## config.mk

```make
export PLATFORM = sky130hd
export DESIGN_NAME = vector_mem_requester
export DESIGN_NICKNAME = d
export VERILOG_FILES = /design/src/rtl/vector_mem_requester.sv
export SDC_FILE = /design/constraint.sdc
export NUM_CORES = 1
export LEC_CHECK = 0
export CAP_MARGIN = 20
export CORE_MARGIN = 3
export CORE_UTILIZATION = 28
export DETAILED_ROUTE_END_ITERATION = 10
export SYNTH_ARGS = -nofsm -noshare
export SYNTH_HDL_FRONTEND = slang
export SYNTH_SLANG_ARGS = --single-unit
```

## constraint.sdc

```tcl
create_clock -name CLK -period 10.9 [get_ports CLK]
set_input_delay 1.635 -clock CLK [delete_from_list [all_inputs] [get_ports CLK]]
set_output_delay 1.635 -clock CLK [all_outputs]
set_load 0.005 [all_outputs]
```

## src/rtl/vector_mem_requester.sv

```systemverilog
// Initiator for the 8-lane strided data memory: sequences load/store bursts one
// beat per cycle, range-checks every beat and returns load vectors on valid/ready.
module vector_mem_requester #(
  parameter int unsigned ADDR_W      = 20,
  parameter int unsigned LANES       = 8,
  parameter int unsigned PIX_SIZE    = 8,
  parameter int unsigned LANE_STRIDE = 8,
  parameter int unsigned MEM_DEPTH   = 51200,
  parameter int unsigned LEN_W       = 5
) (
  input  logic                      CLK,
  input  logic                      RST,
  input  logic                      req_valid,
  output logic                      req_ready,
  input  logic                      req_we,
  input  logic [ADDR_W-1:0]         req_addr,
  input  logic [ADDR_W-1:0]         req_stride,
  input  logic [LEN_W-1:0]          req_len,
  input  logic                      wr_valid,
  output logic                      wr_ready,
  input  logic [LANES*PIX_SIZE-1:0] wr_data,
  output logic                      rsp_valid,
  input  logic                      rsp_ready,
  output logic [LANES*PIX_SIZE-1:0] rsp_data,
  output logic                      rsp_last,
  output logic                      done,
  output logic                      err,
  output logic [ADDR_W-1:0]         mem_addr,
  output logic                      mem_we,
  output logic [LANES*PIX_SIZE-1:0] mem_wd,
  input  logic [LANES*PIX_SIZE-1:0] mem_rd
);

  localparam int unsigned        DATA_W  = LANES * PIX_SIZE;
  localparam int unsigned        SPAN    = (LANES - 1) * LANE_STRIDE;
  localparam logic [ADDR_W:0]    SPAN_X  = (ADDR_W+1)'(SPAN);
  localparam logic [ADDR_W:0]    LAST_OK = (ADDR_W+1)'(MEM_DEPTH - 1);
  localparam logic [LEN_W-1:0]   ONE     = LEN_W'(1);

  typedef enum logic [1:0] {
    S_IDLE,
    S_LOAD,
    S_STORE
  } state_t;

  state_t             r_state;
  logic [ADDR_W-1:0]  r_cur_addr;
  logic [ADDR_W-1:0]  r_stride;
  logic [LEN_W-1:0]   r_cnt;

  logic               w_beat_oob;
  logic               w_cap;
  logic [ADDR_W-1:0]  w_next_addr;

  // Highest lane of the current beat, computed one bit wider so wrap cannot hide it.
  assign w_beat_oob  = (({1'b0, r_cur_addr} + SPAN_X) > LAST_OK);
  assign w_cap       = !rsp_valid || rsp_ready;
  assign w_next_addr = r_cur_addr + r_stride;

  always_ff @(posedge CLK or posedge RST) begin
    if (RST) begin
      r_state    <= S_IDLE;
      r_cur_addr <= '0;
      r_stride   <= '0;
      r_cnt      <= '0;
      req_ready  <= 1'b0;
      wr_ready   <= 1'b0;
      rsp_valid  <= 1'b0;
      rsp_last   <= 1'b0;
      rsp_data   <= '0;
      done       <= 1'b0;
      err        <= 1'b0;
      mem_addr   <= '0;
      mem_we     <= 1'b0;
      mem_wd     <= DATA_W'(0);
    end else begin
      done <= 1'b0;
      err  <= 1'b0;
      case (r_state)
        S_IDLE: begin
          mem_we    <= 1'b0;
          req_ready <= 1'b1;
          if (req_valid && req_ready) begin
            req_ready  <= 1'b0;
            r_cur_addr <= req_addr;
            r_stride   <= req_stride;
            r_cnt      <= req_len;
            if (req_len == '0) begin
              done <= 1'b1;
            end else if (req_we) begin
              wr_ready <= 1'b1;
              r_state  <= S_STORE;
            end else begin
              mem_addr <= req_addr;
              r_state  <= S_LOAD;
            end
          end
        end

        // mem_addr tracks r_cur_addr so the combinational read is ready each cycle.
        S_LOAD: begin
          if (w_cap) begin
            if (r_cnt == '0) begin
              rsp_valid <= 1'b0;
              rsp_last  <= 1'b0;
              done      <= 1'b1;
              r_state   <= S_IDLE;
            end else if (w_beat_oob) begin
              rsp_valid <= 1'b0;
              rsp_last  <= 1'b0;
              err       <= 1'b1;
              r_state   <= S_IDLE;
            end else begin
              rsp_data   <= mem_rd;
              rsp_valid  <= 1'b1;
              rsp_last   <= (r_cnt == ONE);
              r_cur_addr <= w_next_addr;
              mem_addr   <= w_next_addr;
              r_cnt      <= r_cnt - ONE;
            end
          end
        end

        // Each accepted beat raises mem_we for exactly the following cycle.
        S_STORE: begin
          mem_we <= 1'b0;
          if (r_cnt == '0) begin
            done    <= 1'b1;
            r_state <= S_IDLE;
          end else if (wr_valid && wr_ready) begin
            if (w_beat_oob) begin
              err      <= 1'b1;
              wr_ready <= 1'b0;
              r_state  <= S_IDLE;
            end else begin
              mem_we     <= 1'b1;
              mem_addr   <= r_cur_addr;
              mem_wd     <= wr_data;
              r_cur_addr <= w_next_addr;
              r_cnt      <= r_cnt - ONE;
              if (r_cnt == ONE) begin
                wr_ready <= 1'b0;
              end
            end
          end
        end

        default: r_state <= S_IDLE;
      endcase
    end
  end

endmodule

```

==> results.toml, run 1 <==
[sta]
final_hold_fails = 0
fmax_ghz = 0.2669
timing.max_slew.rel_slack_pct = 33.06
fin_worst_hold_slack_ns = 0.4770
final_cycle_utilization_of_the_critical_path_pct = 34.37
tightest_slew_ns = 1.004
skew_ns = 0.008398
finalSetupViolCount = 0
setup_repair_after_global_routing_missed_its_margin = "false"
final.min_clock_period_ns = 3.746
maxSlewViolCount = 0
tns_ns = 0
setup_slack_ns = 7.154

[placement]
place.gp.congestion = 0.8138
preCtsSetupSlack_ns = 6.880
buffer_ports.inserted = 333
placedCellCount = 1524
dp.final_hpwl_um = 21590
placedInstanceArea_mm2 = 0.01323

[global_routing]
groute.layer.met3.usage_pct = 3.962
grt_start_max_net_pins = 138
grt_antenna_before_repair = 1
grtUsageTotal_pct = 15.66
grt-ovfl-total = 0
layer_with_the_highest_usage_after_global_routing = "met2"
grt_first_pass_wirelength_um = 44640
grt_pass1_vias = 7656
global_route.usage.met1_pct = 20.29
globalRouteMet2Util_pct = 25.78

[route]
vias = 7450
antenna_violating_nets_post_route = 0
detail_route.vias_per_cell = 4.739
wl_um = 29650
first_iter_violations = 306
dr.pass1.iters = 4
routed_wire_length_per_instance_um = 18.86
post_detailed_route_drc_marker_count = 0

[logic_synthesis]
synth_top_cell_area_share_pct = 53.34
ys.warnings.count = 0
proportion_of_synthesized_flip_flops_having_asynchronous_set_or_reset_pct = 100.0
post_synthesis_instance_total = 780
ys_types = 57
postSynthRegisterBits = 202
synth-edff-count = 0
synth_area_mm2 = 0.009477
seq_area_frac_synth_pct = 53.34
ys_dominant_reg_cell = "sky130_fd_sc_hd__dfrtp_1"
synth.largest_area_cell = "sky130_fd_sc_hd__dfrtp_1"
avgSynthCellArea_um2 = 12.15
netlist_top_cells_area = "sky130_fd_sc_hd__dfrtp_1, sky130_fd_sc_hd__mux2_2, sky130_fd_sc_hd__ha_1"
mappedNetlistNets = 987

[worst_setup_path]
cp_cell_sequence = "inv_1, ha_1, nand3b_1, or4_1, a21oi_1, o221ai_1, a21oi_1, nand2b_1, nor2_4, buf_4, mux2_2"
critical_path.endpoint_type = "register"
cp_data_required_time_ns = 11.31
reg2reg_from = "r_cur_addr[3]$_DFFE_PP0P_"
reg_to_reg_setup_timing_slack_ns = 7.15
cp_max_fo = 50
timing.setup.critical_path_class = "register to register"
crit_path_start_kind = "register"
rr_worst_depth = 11
critical_path.slowest_cell = "sky130_fd_sc_hd__buf_4"
critical_path.max_stage_delay_ns = 0.63
timing.critical_path.mode_cell = "sky130_fd_sc_hd__a21oi_1"
regToRegEndpoint = "mem_wd[9]$_DFFE_PP0P_"
worst_ep_arrival_time_ns = 4.15

[clock_tree]
library_cell_used_as_clock_root_buffer = "sky130_fd_sc_hd__clkbuf_16"
cts.htree.levels = 1
ctsLongestPathBuffers = 3
cts_made_buffers = 26
tritoncts_num_sinks = 202
clkLatencyLatePin_ns = 0.53
holdBufCountCts = 0
cts.repair.resized = 0
clk_transition_reported_paths_ns = 0.06
clock_tree_from_tritoncts = "yes"
postCtsSetupRepairBufs = 0

[run_status]
run_status = "complete, no violations"

[min_path]
min_delay_path_depth = 1
hold_class = "register to register"
hold_path_startpoint = "mem_we$_DFFE_PP0P_"
hold_path_end = "mem_we$_DFFE_PP0P_"

[floorplan]
floorplan.io_pins = 334
dieArea_mm2 = 0.03609
fp.dieW_um = 190.0
die_y_extent_um = 190.0
design.core.area_mm2 = 0.03295
std_cell_rows = 66
start_util_pct = 28.76

[job]
max_cap_violations = 0

[finish]
drive_gt1_share_pct = 18.50
area_growth_pct = 48.73
nets = 1317
final-instance-count-excl-fill = 1572
n_fill_cell = 3105
seqCellArea_mm2 = 0.005055
finalInstanceArea_mm2 = 0.01409
multi_input_comb_area_mm2 = 0.004149
layout.core_utilization_pct = 42.78
antenna_cells = 0

[pwr]
p_leak_nw = 6.078
power-per-cell-area_mw_per_mm2 = 294.8
worst_ir_drop_vdd_mv = 0.1488
p_total_mw = 4.156
[sequential cells by signal (all words and copies together) (netlist names)]
signal / flops
mem_addr: 20
mem_we: 1
r_state: 2
r_cnt: 5
wr_ready: 1
req_ready: 1
rsp_valid: 1
rsp_data: 64
mem_wd: 64
done: 1
err: 1
r_cur_addr: 20
r_stride: 20
rsp_last: 1
[cells in the mapped netlist, types with 13 or more instances]
library cell               count
sky130_fd_sc_hd__inv_1        22
sky130_fd_sc_hd__a21oi_1      61
sky130_fd_sc_hd__nor2_1       64
sky130_fd_sc_hd__a221oi_1     14
sky130_fd_sc_hd__o21ai_0      26
sky130_fd_sc_hd__dfrtp_1     202
sky130_fd_sc_hd__mux2i_1      13
sky130_fd_sc_hd__nand2_1      17
sky130_fd_sc_hd__ha_1         27
sky130_fd_sc_hd__clkbuf_1     13
sky130_fd_sc_hd__mux2_2      153
[logic make-up after synthesis]
family / Yosys count / synth area share, %
xor gates and xnor gates: 15 / 1.386
and+or+nand+nor: 147 / 7.552
DFF: 202 / 53.34
adders and majority gates: 28 / 3.776
muxes: 169 / 19.91
AOI/OAI and AO/OA: 159 / 10.85
buffers and inverters: 60 / 3.182
[area by class of cell]
class / count / share of cell area, %
clock buffers: 38 / 5.371
clock inverters: 10 / 0.7457
inverters: 22 / 0.6391
multi-input cells: 518 / 29.44
flip-flops and latches: 202 / 35.86
well taps: 442 / 3.924
repair buffers: 340 / 24.02
[cell usage in the layout (no fill, tap or decap), types with 6 or more instances in the layout]
cell type	netlist	final
sky130_fd_sc_hd__clkdlybuf4s50_1	0	333
sky130_fd_sc_hd__dfrtp_1	202	202
sky130_fd_sc_hd__mux2_2	153	153
sky130_fd_sc_hd__nor2_1	64	62
sky130_fd_sc_hd__a21oi_1	61	61
sky130_fd_sc_hd__clkbuf_16	0	27
sky130_fd_sc_hd__o21ai_0	26	26
sky130_fd_sc_hd__ha_1	27	26
sky130_fd_sc_hd__inv_1	22	21
sky130_fd_sc_hd__nand2_1	17	17
sky130_fd_sc_hd__a221oi_1	14	14
sky130_fd_sc_hd__mux2i_1	13	13
sky130_fd_sc_hd__nor2b_1	10	10
sky130_fd_sc_hd__xnor2_1	10	10
sky130_fd_sc_hd__nand2b_1	9	9
sky130_fd_sc_hd__nor3_1	9	9
sky130_fd_sc_hd__nand3_1	8	8
sky130_fd_sc_hd__a21o_1	8	8
sky130_fd_sc_hd__a31oi_1	8	8
sky130_fd_sc_hd__clkbuf_1	13	7
sky130_fd_sc_hd__buf_4	7	7
sky130_fd_sc_hd__nor4_1	6	6
sky130_fd_sc_hd__clkinv_2	0	6
[report_power, final]
| part | total (mW) | leakage, nW | internal (mW) | switching (mW) |
|---|---|---|---|---|
| Clock | 0.856 | 0.422 | 0.527 | 0.329 |
| Sequential | 1.28 | 2.61 | 1.05 | 0.223 |
| Combinational | 2.02 | 3.04 | 1.04 | 0.980 |
[worst max path at each step]
stage / to / start / cells after the start
floorplan: done$_DFF_PP0_ / RST / 1
global placement: mem_wd[13]$_DFFE_PP0P_ / wr_valid / 5
detailed placement: mem_wd[3]$_DFFE_PP0P_ / wr_valid / 5
CTS: mem_wd[3]$_DFFE_PP0P_ / r_cur_addr[3]$_DFFE_PP0P_ / 11
global route: mem_wd[9]$_DFFE_PP0P_ / r_cur_addr[3]$_DFFE_PP0P_ / 11
finish: mem_wd[9]$_DFFE_PP0P_ / r_cur_addr[3]$_DFFE_PP0P_ / 11
[routing by layer]
metal  wire length (um)  vias up
met2              13990      236
met1              12770     3650
met5                 20        -
met3               2009       48
li1                   -     3514
met4                855        2
[critical path: cells and delay by family (launching register included)]
| kind | cells | cell delay [ns] |
|---|---|---|
| AOI/OAI and AO/OA | 3 | 0.59 |
| adders and majority gates | 1 | 0.24 |
| buffers and inverters | 2 | 0.72 |
| DFF | 1 | 0.45 |
| muxes | 1 | 0.41 |
| and+or+nand+nor | 4 | 1.16 |
No activity file was read; power rests on OpenSTA's default activity.
==> inputs of run 2 (changes only) <==
Clock period 10.9 ns to 3.1 ns, I/O delays scaled along.
==> results.toml, run 2 (same netlist as run 1, synthesis figures left out) <==
[route]
dr.pass1.iters = 4
wl_um = 29910
first_iter_violations = 223
detail_route.vias_per_cell = 4.704
vias = 7526
antenna_violating_nets_post_route = 0
routed_wire_length_per_instance_um = 18.69
post_detailed_route_drc_marker_count = 0

[worst_setup_path]
critical_path.endpoint_type = "register"
cp_max_fo = 5
cp-startpoint = "r_cur_addr[1]$_DFFE_PP0P_"
worst_path_dominant_cell_family = "compound AO/OA/AOI/OAI gates"
cp_cell_sequence = "ha_1, a211oi_1, o21ai_0, nand4b_1, a31oi_1, o41ai_1, buf_4, xnor2_1, a221oi_1, o22ai_1"
cp_data_required_time_ns = 3.47
critical_path_cell_count = 10
reg2reg_from = "r_cur_addr[1]$_DFFE_PP0P_"
timing.setup.critical_path_class = "register to register"
reg_to_reg_setup_timing_slack_ns = 0.13
worst_ep_arrival_time_ns = 3.34
rr_worst_depth = 10
worstPathBufferInverterCount = 1
regToRegEndpoint = "mem_addr[17]$_DFFE_PP0P_"
critical_path.max_stage_delay_ns = 0.44
critical_path.slowest_cell = "sky130_fd_sc_hd__dfrtp_1"
crit_path_start_kind = "register"

[global_routing]
grt-ovfl-total = 0
grt_antenna_before_repair = 1
grt_pass1_vias = 7610
grt_first_pass_wirelength_um = 45200
grt_start_max_net_pins = 84
grtUsageTotal_pct = 15.72

[floorplan]
dieArea_mm2 = 0.03609
std_cell_rows = 66
fp.dieW_um = 190.0
die_y_extent_um = 190.0
floorplan.io_pins = 334
start_util_pct = 28.76
design.core.area_mm2 = 0.03295

[placement]
place.gp.congestion = 0.8589
dp.final_hpwl_um = 22110
placedInstanceArea_mm2 = 0.01346
buffer_ports.inserted = 333
placedCellCount = 1545

[clock_tree]
clkLatencyLatePin_ns = 0.52
clk_transition_reported_paths_ns = 0.06
library_cell_used_as_clock_root_buffer = "sky130_fd_sc_hd__clkbuf_16"
cts.htree.levels = 1
holdBufCountCts = 0
cts_made_buffers = 25
ctsLongestPathBuffers = 3
clock_tree_from_tritoncts = "yes"
tritoncts_num_sinks = 202

[sta]
maxSlewViolCount = 0
tightest_slew_ns = 0.6097
skew_ns = 0.01891
final_cycle_utilization_of_the_critical_path_pct = 95.89
fmax_ghz = 0.3364
tns_ns = 0
timing.max_slew.rel_slack_pct = 58.78
final_hold_fails = 0
final.min_clock_period_ns = 2.972
finalSetupViolCount = 0
fin_worst_hold_slack_ns = 0.3454

[pwr]
p_leak_nw = 6.249
power-per-cell-area_mw_per_mm2 = 1022
worst_ir_drop_vdd_mv = 0.5641

[finish]
mostFrequentLayoutCells = "sky130_fd_sc_hd__clkdlybuf4s50_1, sky130_fd_sc_hd__dfrtp_1, sky130_fd_sc_hd__mux2_2"
finalInstanceArea_mm2 = 0.01444
area_growth_pct = 52.36
nets = 1346
mostFrequentLayoutCell = "sky130_fd_sc_hd__clkdlybuf4s50_1"
drive_gt1_share_pct = 21.35
layout_top_registers = "mem_wd (64), rsp_data (64)"
final-instance-count-excl-fill = 1600

[min_path]
hold_class = "primary input to asynchronous set/reset pin"

[job]
max_cap_violations = 0

[run_status]
run_status = "complete, no violations"
[run 2: worst register-to-register path: stages (launching register included)]
cell and delay (ns):
sky130_fd_sc_hd__dfrtp_1 0.44, sky130_fd_sc_hd__ha_1 0.34, sky130_fd_sc_hd__a211oi_1 0.30, sky130_fd_sc_hd__o21ai_0 0.20, sky130_fd_sc_hd__nand4b_1 0.25, sky130_fd_sc_hd__a31oi_1 0.17, sky130_fd_sc_hd__o41ai_1 0.32, sky130_fd_sc_hd__buf_4 0.19
sky130_fd_sc_hd__xnor2_1 0.10, sky130_fd_sc_hd__a221oi_1 0.37, sky130_fd_sc_hd__o22ai_1 0.14
[run 2: metal layers]
metal | vias to the layer above | wire, um | track usage, %
li1 | 3562 | - | -
met1 | 3729 | 13120 | 20.98
met2 | 202 | 14390 | 25.81
met3 | 33 | 1729 | 3.796
met4 | 0 | 666 | 3.782
met5 | - | 0 | 0
[run 2: repair_timing]
item                                    in CTS  in global routing
hold endpoints to repair                     0                  0
buffers inserted                             0                  6
endpoints found under the setup margin       0                131
gates resized for setup                      0                  9
[run 2: worst max path at each step]
| stage | to |
|---|---|
| after CTS | mem_addr[16]$_DFFE_PP0P_ |
| after global routing | mem_addr[16]$_DFFE_PP0P_ |
| after floorplan | done$_DFF_PP0_ |
| after global placement | err$_DFF_PP0_ |
| after detailed placement | mem_addr[16]$_DFFE_PP0P_ |
| final | mem_addr[17]$_DFFE_PP0P_ |
[run 2: layout make-up]
cell class | count | area (um2)
inverters | 22 | 86.33
repair buffers | 370 | 3739
multi-input cells | 518 | 4183
flip-flops and latches | 202 | 5056
well taps | 442 | 553.0
clock inverters | 13 | 127.6
diodes | 1 | 2.502
clock buffers | 32 | 691.9
fillers | 3096 | 18510
[run 2: stage by stage]
step,util [%],worst slack [ns],power (mW)
5_1_grt,43.82,-0.01355,15.88
4_1_cts,43.34,0.03902,14.87
6_report,43.82,0.1276,14.76
3_5_place_dp,40.85,0.06419,11.84
3_3_place_gp,40.83,-0.1222,11.73
2_1_floorplan,-,0.01869,8.659
[run 2: power by group]
group          switching [mW]  internal, mW  leakage, nW
registers               0.751          3.70         2.61
clock network            1.15          1.74        0.405
logic                    3.50          3.91         3.23
